## config.mk

```make
export PLATFORM = sky130hd
export DESIGN_NAME = datapath_control_unit_flat
export DESIGN_NICKNAME = d
export VERILOG_FILES = /design/src/rtl/datapath_control_unit_if.sv /design/src/rtl/datapath_control_unit.sv /design/src/flat_wrapper.sv
export SDC_FILE = /design/constraint.sdc
export NUM_CORES = 1
export LEC_CHECK = 0
export ABC_AREA = 1
export ABC_CLOCK_PERIOD_IN_PS = 1900
export BUFFER_PORTS_ARGS = -buffer_cell sky130_fd_sc_hd__buf_2
export CAP_MARGIN = 20
export CORE_MARGIN = 3
export CORE_UTILIZATION = 40
export DETAILED_ROUTE_END_ITERATION = 8
export GPL_TIMING_DRIVEN = 0
export PLACE_DENSITY = 0.72
export SYNTH_ARGS = -nofsm -noshare
export SYNTH_HDL_FRONTEND = slang
export SYNTH_SLANG_ARGS = --single-unit
```

## constraint.sdc

```tcl
create_clock -name Clock -period 1.9 [get_ports Clock]
set_input_delay 0.38 -clock Clock [delete_from_list [all_inputs] [get_ports Clock]]
set_output_delay 0.38 -clock Clock [all_outputs]
set_load 0.1 [all_outputs]
```

## src/rtl/datapath_control_unit_if.sv

```systemverilog
// Strobe bundle between the control sequencer and the single-bus datapath.
// The sequencer (master) consumes Run/IR and drives every control strobe.
interface datapath_control_unit_if #(
  parameter int NREGS = 16
);
  logic             Run;
  logic [31:0]      IR;
  logic             PCout;
  logic             MARin;
  logic             IncPC;
  logic             Zin;
  logic             PCin;
  logic             Read;
  logic             MDRin;
  logic             MDRout;
  logic             IRin;
  logic             Yin;
  logic             Zhiout;
  logic             Zloout;
  logic             HIin;
  logic             LOin;
  logic [NREGS-1:0] Rin;
  logic [NREGS-1:0] Rout;
  logic [3:0]       ALUControl;
  logic             Busy;
  logic             Halted;
  logic [3:0]       State;

  modport master (
    input  Run, IR,
    output PCout, MARin, IncPC, Zin, PCin, Read, MDRin, MDRout, IRin, Yin,
           Zhiout, Zloout, HIin, LOin, Rin, Rout, ALUControl, Busy, Halted, State
  );

  modport slave (
    output Run, IR,
    input  PCout, MARin, IncPC, Zin, PCin, Read, MDRin, MDRout, IRin, Yin,
           Zhiout, Zloout, HIin, LOin, Rin, Rout, ALUControl, Busy, Halted, State
  );
endinterface

```

## src/rtl/datapath_control_unit.sv

```systemverilog
// Moore control sequencer: fetch (T0-T2) and execute (T3-T6) strobes for the
// single-bus datapath, with IR decode into one-hot register selects and ALU op.
module datapath_control_unit #(
  parameter int NREGS = 16
) (
  input  logic                    Clock,
  input  logic                    GlobalReset,
  datapath_control_unit_if.master ctrl
);

  typedef enum logic [3:0] {
    S_IDLE   = 4'd0,
    S_T0     = 4'd1,
    S_T1     = 4'd2,
    S_T2     = 4'd3,
    S_T3     = 4'd4,
    S_T4     = 4'd5,
    S_T5     = 4'd6,
    S_T6     = 4'd7,
    S_HALTED = 4'd8
  } state_e;

  typedef enum logic [2:0] {
    CLS_ALU3   = 3'd0,
    CLS_MULDIV = 3'd1,
    CLS_UNARY  = 3'd2,
    CLS_NOP    = 3'd3,
    CLS_HALT   = 3'd4
  } class_e;

  typedef struct packed {
    logic pc_out;
    logic mar_in;
    logic inc_pc;
    logic z_in;
    logic pc_in;
    logic read;
    logic mdr_in;
    logic mdr_out;
    logic ir_in;
    logic y_in;
    logic zhi_out;
    logic zlo_out;
    logic hi_in;
    logic lo_in;
  } strobes_t;

  state_e           state_q;
  state_e           state_d;
  state_e           instr_end_s;
  class_e           cls_s;
  logic [4:0]       opcode_s;
  logic [3:0]       ra_s;
  logic [3:0]       rb_s;
  logic [3:0]       rc_s;
  strobes_t         strb_s;
  logic [NREGS-1:0] rin_s;
  logic [NREGS-1:0] rout_s;
  logic [3:0]       alu_s;
  logic             busy_s;
  logic             halted_s;
  logic             unused_ir_s;

  // Unknown opcodes fall into the nop class so they still end cleanly at T3.
  function automatic class_e decode_class(logic [4:0] op);
    class_e c;
    if (op[4:3] == 2'b00) begin
      c = CLS_ALU3;
    end else if ((op == 5'b01000) || (op == 5'b01001)) begin
      c = CLS_MULDIV;
    end else if ((op == 5'b01010) || (op == 5'b01011)) begin
      c = CLS_UNARY;
    end else if (op == 5'b11011) begin
      c = CLS_HALT;
    end else begin
      c = CLS_NOP;
    end
    return c;
  endfunction

  function automatic logic [NREGS-1:0] reg_sel(logic [3:0] idx);
    logic [NREGS-1:0] v;
    for (int i = 0; i < NREGS; i++) begin
      if (int'(idx) == i) begin
        v[i] = 1'b1;
      end else begin
        v[i] = 1'b0;
      end
    end
    return v;
  endfunction

  assign opcode_s    = ctrl.IR[31:27];
  assign ra_s        = ctrl.IR[26:23];
  assign rb_s        = ctrl.IR[22:19];
  assign rc_s        = ctrl.IR[18:15];
  assign cls_s       = decode_class(opcode_s);
  assign unused_ir_s = ^ctrl.IR[14:0];
  assign instr_end_s = ctrl.Run ? S_T0 : S_IDLE;

  // State register.
  always_ff @(posedge Clock) begin
    if (GlobalReset) begin
      state_q <= S_IDLE;
    end else begin
      state_q <= state_d;
    end
  end

  // Next-state logic; Run only matters in IDLE and at an instruction end.
  always_comb begin
    state_d = state_q;
    case (state_q)
      S_IDLE: begin
        if (ctrl.Run) begin
          state_d = S_T0;
        end else begin
          state_d = S_IDLE;
        end
      end
      S_T0: state_d = S_T1;
      S_T1: state_d = S_T2;
      S_T2: state_d = S_T3;
      S_T3: begin
        case (cls_s)
          CLS_HALT: state_d = S_HALTED;
          CLS_NOP:  state_d = instr_end_s;
          default:  state_d = S_T4;
        endcase
      end
      S_T4: begin
        case (cls_s)
          CLS_ALU3, CLS_MULDIV: state_d = S_T5;
          default:              state_d = instr_end_s;
        endcase
      end
      S_T5: begin
        case (cls_s)
          CLS_MULDIV: state_d = S_T6;
          default:    state_d = instr_end_s;
        endcase
      end
      S_T6:     state_d = instr_end_s;
      S_HALTED: state_d = S_HALTED;
      default:  state_d = S_IDLE;
    endcase
  end

  // Per-step strobes, decoded from the state register and IR only.
  always_comb begin
    strb_s = '0;
    rin_s  = '0;
    rout_s = '0;
    alu_s  = 4'd0;
    case (state_q)
      S_T0: begin
        strb_s.pc_out = 1'b1;
        strb_s.mar_in = 1'b1;
        strb_s.inc_pc = 1'b1;
        strb_s.z_in   = 1'b1;
      end
      S_T1: begin
        strb_s.zlo_out = 1'b1;
        strb_s.pc_in   = 1'b1;
        strb_s.read    = 1'b1;
        strb_s.mdr_in  = 1'b1;
      end
      S_T2: begin
        strb_s.mdr_out = 1'b1;
        strb_s.ir_in   = 1'b1;
      end
      S_T3: begin
        case (cls_s)
          CLS_ALU3: begin
            rout_s      = reg_sel(rb_s);
            strb_s.y_in = 1'b1;
          end
          CLS_MULDIV: begin
            rout_s      = reg_sel(ra_s);
            strb_s.y_in = 1'b1;
          end
          CLS_UNARY: begin
            rout_s      = reg_sel(rb_s);
            alu_s       = opcode_s[3:0];
            strb_s.z_in = 1'b1;
          end
          default: strb_s = '0;
        endcase
      end
      S_T4: begin
        case (cls_s)
          CLS_ALU3: begin
            rout_s      = reg_sel(rc_s);
            alu_s       = opcode_s[3:0];
            strb_s.z_in = 1'b1;
          end
          CLS_MULDIV: begin
            rout_s      = reg_sel(rb_s);
            alu_s       = opcode_s[3:0];
            strb_s.z_in = 1'b1;
          end
          CLS_UNARY: begin
            strb_s.zlo_out = 1'b1;
            rin_s          = reg_sel(ra_s);
          end
          default: strb_s = '0;
        endcase
      end
      S_T5: begin
        case (cls_s)
          CLS_ALU3: begin
            strb_s.zlo_out = 1'b1;
            rin_s          = reg_sel(ra_s);
          end
          CLS_MULDIV: begin
            strb_s.zlo_out = 1'b1;
            strb_s.lo_in   = 1'b1;
          end
          default: strb_s = '0;
        endcase
      end
      S_T6: begin
        case (cls_s)
          CLS_MULDIV: begin
            strb_s.zhi_out = 1'b1;
            strb_s.hi_in   = 1'b1;
          end
          default: strb_s = '0;
        endcase
      end
      default: strb_s = '0;
    endcase
  end

  assign busy_s   = (state_q >= S_T0) && (state_q <= S_T6);
  assign halted_s = (state_q == S_HALTED);

  // Reset masks every output so nothing is latched by the datapath that cycle.
  always_comb begin
    if (GlobalReset) begin
      {ctrl.PCout, ctrl.MARin, ctrl.IncPC, ctrl.Zin, ctrl.PCin, ctrl.Read,
       ctrl.MDRin, ctrl.MDRout, ctrl.IRin, ctrl.Yin, ctrl.Zhiout, ctrl.Zloout,
       ctrl.HIin, ctrl.LOin} = 14'd0;
      ctrl.Rin        = '0;
      ctrl.Rout       = '0;
      ctrl.ALUControl = 4'd0;
      ctrl.Busy       = 1'b0;
      ctrl.Halted     = 1'b0;
      ctrl.State      = 4'd0;
    end else begin
      {ctrl.PCout, ctrl.MARin, ctrl.IncPC, ctrl.Zin, ctrl.PCin, ctrl.Read,
       ctrl.MDRin, ctrl.MDRout, ctrl.IRin, ctrl.Yin, ctrl.Zhiout, ctrl.Zloout,
       ctrl.HIin, ctrl.LOin} = strb_s;
      ctrl.Rin        = rin_s;
      ctrl.Rout       = rout_s;
      ctrl.ALUControl = alu_s;
      ctrl.Busy       = busy_s;
      ctrl.Halted     = halted_s;
      ctrl.State      = state_q;
    end
  end

endmodule

```

## src/flat_wrapper.sv

```systemverilog
// flat-port wrapper written by rule: the top's interface ports become plain ports
module datapath_control_unit_flat 
#(
  parameter int NREGS = 16
)
  (Clock, GlobalReset, ctrl_Run, ctrl_IR, ctrl_PCout, ctrl_MARin, ctrl_IncPC, ctrl_Zin, ctrl_PCin, ctrl_Read, ctrl_MDRin, ctrl_MDRout, ctrl_IRin, ctrl_Yin, ctrl_Zhiout, ctrl_Zloout, ctrl_HIin, ctrl_LOin, ctrl_Rin, ctrl_Rout, ctrl_ALUControl, ctrl_Busy, ctrl_Halted, ctrl_State);
  datapath_control_unit_if #(.NREGS(NREGS)) ctrl_i ();
  input  logic Clock;
  input  logic GlobalReset;
  input wire logic [$bits(ctrl_i.Run)-1:0] ctrl_Run;
  input wire logic [$bits(ctrl_i.IR)-1:0] ctrl_IR;
  output wire logic [$bits(ctrl_i.PCout)-1:0] ctrl_PCout;
  output wire logic [$bits(ctrl_i.MARin)-1:0] ctrl_MARin;
  output wire logic [$bits(ctrl_i.IncPC)-1:0] ctrl_IncPC;
  output wire logic [$bits(ctrl_i.Zin)-1:0] ctrl_Zin;
  output wire logic [$bits(ctrl_i.PCin)-1:0] ctrl_PCin;
  output wire logic [$bits(ctrl_i.Read)-1:0] ctrl_Read;
  output wire logic [$bits(ctrl_i.MDRin)-1:0] ctrl_MDRin;
  output wire logic [$bits(ctrl_i.MDRout)-1:0] ctrl_MDRout;
  output wire logic [$bits(ctrl_i.IRin)-1:0] ctrl_IRin;
  output wire logic [$bits(ctrl_i.Yin)-1:0] ctrl_Yin;
  output wire logic [$bits(ctrl_i.Zhiout)-1:0] ctrl_Zhiout;
  output wire logic [$bits(ctrl_i.Zloout)-1:0] ctrl_Zloout;
  output wire logic [$bits(ctrl_i.HIin)-1:0] ctrl_HIin;
  output wire logic [$bits(ctrl_i.LOin)-1:0] ctrl_LOin;
  output wire logic [$bits(ctrl_i.Rin)-1:0] ctrl_Rin;
  output wire logic [$bits(ctrl_i.Rout)-1:0] ctrl_Rout;
  output wire logic [$bits(ctrl_i.ALUControl)-1:0] ctrl_ALUControl;
  output wire logic [$bits(ctrl_i.Busy)-1:0] ctrl_Busy;
  output wire logic [$bits(ctrl_i.Halted)-1:0] ctrl_Halted;
  output wire logic [$bits(ctrl_i.State)-1:0] ctrl_State;
  assign ctrl_i.Run = ctrl_Run;
  assign ctrl_i.IR = ctrl_IR;
  assign ctrl_PCout = ctrl_i.PCout;
  assign ctrl_MARin = ctrl_i.MARin;
  assign ctrl_IncPC = ctrl_i.IncPC;
  assign ctrl_Zin = ctrl_i.Zin;
  assign ctrl_PCin = ctrl_i.PCin;
  assign ctrl_Read = ctrl_i.Read;
  assign ctrl_MDRin = ctrl_i.MDRin;
  assign ctrl_MDRout = ctrl_i.MDRout;
  assign ctrl_IRin = ctrl_i.IRin;
  assign ctrl_Yin = ctrl_i.Yin;
  assign ctrl_Zhiout = ctrl_i.Zhiout;
  assign ctrl_Zloout = ctrl_i.Zloout;
  assign ctrl_HIin = ctrl_i.HIin;
  assign ctrl_LOin = ctrl_i.LOin;
  assign ctrl_Rin = ctrl_i.Rin;
  assign ctrl_Rout = ctrl_i.Rout;
  assign ctrl_ALUControl = ctrl_i.ALUControl;
  assign ctrl_Busy = ctrl_i.Busy;
  assign ctrl_Halted = ctrl_i.Halted;
  assign ctrl_State = ctrl_i.State;
  datapath_control_unit #(.NREGS(NREGS)) u_core (.Clock(Clock), .GlobalReset(GlobalReset), .ctrl(ctrl_i));
endmodule
```

==> results of run 1 <==
[per-stage QoR]
step	TNS, ns	instance area [um^2]	util
4_1_cts	-3.64	3700	0.898
2_1_floorplan	-4.07	2250	-
3_5_place_dp	-15.17	2680	0.651
3_3_place_gp	-14.72	2680	0.651
[logic make-up after synthesis]
kind of cell / synth area share
and+or+nand+nor: 0.600
DFF: 0.0455
AOI/OAI and AO/OA: 0.151
buffers and inverters: 0.203
[what timing repair did]
item / in CTS
setup buffers: 24
resized for setup: 202
endpoints found under the setup margin: 50
pin swaps: 34
cloned: 2
==> qor.log, run 1 <==
[floorplanning] die boundary width 72.3 um
[yosys] largest area contributor in the netlist sky130_fd_sc_hd__nand2_1
[yosys] sequential cell area fraction in the yosys report 0.0455
[status] Run Error [ERROR DPL-0033] detailed placement checks failed during check placement.
[yosys] post-synthesis cell count 350
[yosys] area share of the largest cell type after synthesis 0.305
[sta] Worst-path end type top-level output
[yosys] syn nets 385
[floorplanning] floorplan row count 23
[status] last step reached 5_1_grt
[clocking] Post-CTS Hold Buffers 0
[yosys] Area contributors post-synth sky130_fd_sc_hd__nand2_1, sky130_fd_sc_hd__inv_1, sky130_fd_sc_hd__nor2_1
[clocking] clock buffer count from CTS 3
[clocking] clock tree root buffer cell sky130_fd_sc_hd__clkbuf_8
[yosys] top-count cell post-synth sky130_fd_sc_hd__nand2_1
[yosys] mean instance size in the synthesized netlist 5.03 um^2
[yosys] number of distinct library cells after synthesis 32
[clocking] clock buffer depth 2
[floorplanning] initial cell density of the core 0.427
[grt] pin count of the biggest net entering global routing 11
[yosys] async set-reset flop share out of synthesis 0
[placed_design] # port buffers 74
[yosys] count of state elements after synthesis 4
[placed_design] detailed-placement wirelength estimate 4640 um
[yosys] count of synthesis-stage warnings from yosys 0
[placed_design] placer congestion estimate 0.869
[clocking] H-tree levels 1
[placed_design] placed cell count 474
[yosys] Synth Flop Type sky130_fd_sc_hd__dfxtp_1
[yosys] Synth Cell Area 1760 um^2
[sta] final worst endpoint reported by repair_timing after global routing ctrl_Rin[11]
[status] run status did not finish
[clocking] number of clock sinks 4
[grt] initial antenna violation count 0
[floorplanning] I/O pin count 91
[placed_design] worst slack after detailed placement -0.490 ns
[yosys] count of flip-flops with a built-in enable after synthesis 0
[yosys] top cells by count, synth sky130_fd_sc_hd__nand2_1, sky130_fd_sc_hd__inv_1, sky130_fd_sc_hd__nor2_1, sky130_fd_sc_hd__o22ai_1, sky130_fd_sc_hd__nand3_1
[floorplanning] vertical die dimension 72.3 um
==> inputs of run 2 (changes only) <==
Settings changed: CORE_UTILIZATION 40 to 25, PLACE_DENSITY 0.72 to unset, PLACE_DENSITY_LB_ADDON set to 0.15.
==> run 2 against run 1 <==
Effect of this change: the flow now finishes, with violations (setup timing); synthesized area unchanged; synthesized cell count unchanged.
==> qor.log, run 2 <==
[route] DR WL met3 404 um
[worst_setup_path] launching element type of the critical path register
[worst_setup_path] highest-delay cell along the critical path sky130_fd_sc_hd__dfxtp_4
[grt] global-route wire length before repair 11400 um
[status] run status complete, but fails checks
[yosys] top-count cell post-synth sky130_fd_sc_hd__nand2_1
[yosys] sequential cell area fraction in the yosys report 0.0455 [unchanged]
[sta] number of hold-slack violations in the final timing report 0
[clocking] number of clock sinks 4 [unchanged]
[cells_and_area] number of nets in the layout 499
[power_and_ir_drop] Switch Pwr 0.000462 W
[yosys] count of flip-flops with a built-in enable after synthesis 0 [unchanged]
[floorplanning] die boundary width 89.9 um [+24%]
[placed_design] placed inst area 2730 um^2 [+2.0%]
[sta] final setup violating endpoints 40
[clocking] clock buffer count from CTS 3 [unchanged]
[power_and_ir_drop] leakage power 2.00 nW
[power_and_ir_drop] Comb pwr share 0.666
[sta] final worst path period share 1.07
[power_and_ir_drop] power per unit of standard cell area 218 nW/um^2
[hold_path] WHS Path Cells 3
[cells_and_area] area added between synthesis and finish 137%
[power_and_ir_drop] part of the total power dissipated in sequential elements 0.120
[yosys] Synth Flop Type sky130_fd_sc_hd__dfxtp_1
[cells_and_area] share of layout cells above drive strength 1 0.553
[placed_design] # port buffers 74 [unchanged]
[worst_setup_path] Worst path top cell family by delay simple AND/OR/NAND/NOR gates
[cells_and_area] non-filler cells in the finished layout 556
[sta] final critical path time including I/O delays and setup 2.04 ns
[power_and_ir_drop] worst vdd ir 0.000409 V
[worst_setup_path] critical path buffer and inverter count 4
[yosys] count of state elements after synthesis 4 [unchanged]
[worst_setup_path] WP data arrival 1.66 ns
[sta] number of pins exceeding their max-slew limit in the final report 0
[cells_and_area] antenna diode instance count 0
[clocking] clock tree root buffer cell sky130_fd_sc_hd__clkbuf_8
[placed_design] detailed-placement wirelength estimate 5150 um [+11%]
[clocking] H-tree levels 1 [unchanged]
[hold_path] Tightest Hold Check Type primary input to register
[clocking] clock buffer depth 2 [unchanged]
[cells_and_area] top register by number of flip-flops u_core.state_q
[route] post-route ant nets 0
[clocking] Skew-Pair Late Insertion Delay 0.22 ns
[yosys] area share of the largest cell type after synthesis 0.305 [unchanged]
[floorplanning] floorplan row count 29 [+26%]
[worst_setup_path] FF-to-FF setup slack 0.51 ns
[route] Remaining DRCs 0
[power_and_ir_drop] cell internal power dissipation 0.000447 W
[sta] setup ws final -0.141 ns
[power_and_ir_drop] clock power share 0.213
[hold_path] worst hold path startpoint ctrl_IR[28]
[grt] via count of the first global-routing pass 2314
[sta] Worst-Margin Slew 0.496 ns
[route] top layer in use met4
[route] Starting DRT DRC Count 137
[floorplanning] initial cell density of the core 0.268 [-0.160]
[cells_and_area] post-route design area 4160 um^2
[worst_setup_path] Cell Chain, Critical Path buf_6 > nand2_8 > nor2_4 > inv_2 > nor2_4 > buf_8 > nand2_1 > nand2_2 > buf_12
[worst_setup_path] Crit path required time 1.52 ns
[cells_and_area] flip-flop count of the largest register after layout 4
[cells_and_area] most common cell after layout, fill and taps aside sky130_fd_sc_hd__nand2_1
[yosys] largest area contributor in the netlist sky130_fd_sc_hd__nand2_1
[worst_setup_path] critical path's largest stage delay 0.37 ns
[sta] maximum operating frequency 490 MHz
[placed_design] placed cell count 517 [+9.1%]
[worst_setup_path] Critical R2R Launch u_core.state_q[0]$_SDFF_PP0_
[floorplanning] Die Area 8080 um^2
[yosys] syn nets 385 [unchanged]
[route] WL met1 3220 um
[yosys] post-synthesis cell count 350 [unchanged]
[status] violated checks setup timing
[cells_and_area] core occupancy in the finished layout 0.634
[clocking] clock edge transition at the registers on the reported setup and hold paths 0.03 ns
[route] metal2 WL 3800 um
[yosys] Area contributors post-synth sky130_fd_sc_hd__nand2_1, sky130_fd_sc_hd__inv_1, sky130_fd_sc_hd__nor2_1
[floorplanning] core area 6570 um^2
[yosys] top cells by count, synth sky130_fd_sc_hd__nand2_1, sky130_fd_sc_hd__inv_1, sky130_fd_sc_hd__nor2_1, sky130_fd_sc_hd__o22ai_1, sky130_fd_sc_hd__nand3_1
[worst_setup_path] worst reg2reg path endpoint u_core.state_q[0]$_SDFF_PP0_
[grt] total overflow reported by the global router 0
[grt] Global Route Usage Sum 0.166
[power_and_ir_drop] post-layout power 0.000909 W
[worst_setup_path] Worst Path Max Fanout 5
[grt] initial antenna violation count 0
[route] detail-routed via count per cell 4.60
[yosys] Synth Cell Area 1760 um^2 [unchanged]
[sta] slew margin rel. 0.671
[yosys] async set-reset flop share out of synthesis 0 [unchanged]
[hold_path] terminating pin of the worst hold path u_core.state_q[3]$_SDFF_PP0_
[clocking] clock tree from TritonCTS yes
[yosys] count of synthesis-stage warnings from yosys 0 [unchanged]
[sta] RSZ-0062 raised after global routing yes
[route] vias after detailed routing 2557
[cells_and_area] leading cell types in the layout, fill and taps excluded sky130_fd_sc_hd__nand2_1, sky130_fd_sc_hd__buf_12, sky130_fd_sc_hd__inv_1
[route] drt pass-1 iters 4
[worst_setup_path] depth of the worst register-to-register path 11
[sta] clk_skew 0.00273 ns
[grt] pin count of the biggest net entering global routing 11
[placed_design] placer congestion estimate 0.885 [+1.8%]
[route] WL/cell 13.4 um
[floorplanning] vertical die dimension 89.9 um [+24%]
[power_and_ir_drop] switching share of power 0.508
[floorplanning] I/O pin count 91 [unchanged]
[flow_run] max-capacitance violation count 0
[worst_setup_path] type of the worst setup path register to output port
[worst_setup_path] Worst Setup End Kind output port
[worst_setup_path] Most common cell on crit path sky130_fd_sc_hd__nor2_4
[cells_and_area] registers with the most flip-flops u_core.state_q x4
[route] overall routed net length 7480 um
[yosys] mean instance size in the synthesized netlist 5.03 um^2 [unchanged]
[yosys] number of distinct library cells after synthesis 32 [unchanged]
## run 2: cell type report
type | instances | area, um^2
flip-flops and latches | 4 | 92.6
clock buffers | 4 | 45.0
multi-input cells | 269 | 1910
fillers | 573 | 2410
inverters | 62 | 253
repair buffers | 109 | 1480
plain buffers | 15 | 264
well taps | 93 | 116
## run 2: cell families after synthesis
kind of cell / Yosys count / share of synthesized area
DFF: 4 / 0.0455
and+or+nand+nor: 235 / 0.600
buffers and inverters: 77 / 0.203
AOI/OAI and AO/OA: 34 / 0.151
## run 2: per-layer routing
layer	vias to the layer above	GRT usage
met1	1170	0.222
met3	8	0.0292
met4	0	0.0191
met2	81	0.287
li1	1298	-
met5	-	0
## run 2: worst max-delay path by stage
stage / from / endpoint / slack (ns) / depth (start not counted)
3_3_place_gp: ctrl_IR[30] / ctrl_Rin[8] / -0.46 / 9
5_1_grt: u_core.state_q[2]$_SDFF_PP0_ / ctrl_Rout[5] / -0.20 / 9
2_1_floorplan: u_core.state_q[3]$_SDFF_PP0_ / ctrl_Zloout / -0.35 / 7
6_report: u_core.state_q[2]$_SDFF_PP0_ / ctrl_Rout[11] / -0.14 / 9
4_1_cts: u_core.state_q[2]$_SDFF_PP0_ / ctrl_Rout[5] / -0.12 / 9
3_5_place_dp: ctrl_IR[30] / ctrl_Rin[13] / -0.49 / 9
## run 2: per-stage QoR
stage	TNS [ns]	setup slack (ns)	hold slack [ns]
2_1_floorplan	-4.07	-0.352	0.566
3_3_place_gp	-15.05	-0.460	0.609
3_5_place_dp	-15.50	-0.495	0.605
4_1_cts	-3.69	-0.120	0.582
5_1_grt	-6.70	-0.200	0.594
6_report	-3.89	-0.141	0.573
## run 2: power by group through the flow
stage,registers (W),logic [W],clock network [W]
after floorplan,0.000103,0.000402,0
after global placement,0.000105,0.000493,0
after detailed placement,0.000105,0.000494,0
after CTS,0.000106,0.000546,0.000200
after global routing,0.000111,0.000643,0.000207
final,0.000110,0.000606,0.000194
## run 2: worst min-delay path, stage by stage
cell and delay (ns):
sky130_fd_sc_hd__buf_4 0.15, sky130_fd_sc_hd__nand3_1 0.14, sky130_fd_sc_hd__o21bai_1 0.08
## run 2: repair_timing
action / 4_1_cts / 5_1_grt
pin swaps: 29 / 34
hold buffers: 0 / 0
endpoints found under the setup margin: 50 / 46
setup buffers: 18 / 10
cloned: 2 / 5
gates resized for setup: 201 / 84
No activity file was read; power rests on OpenSTA's default activity.
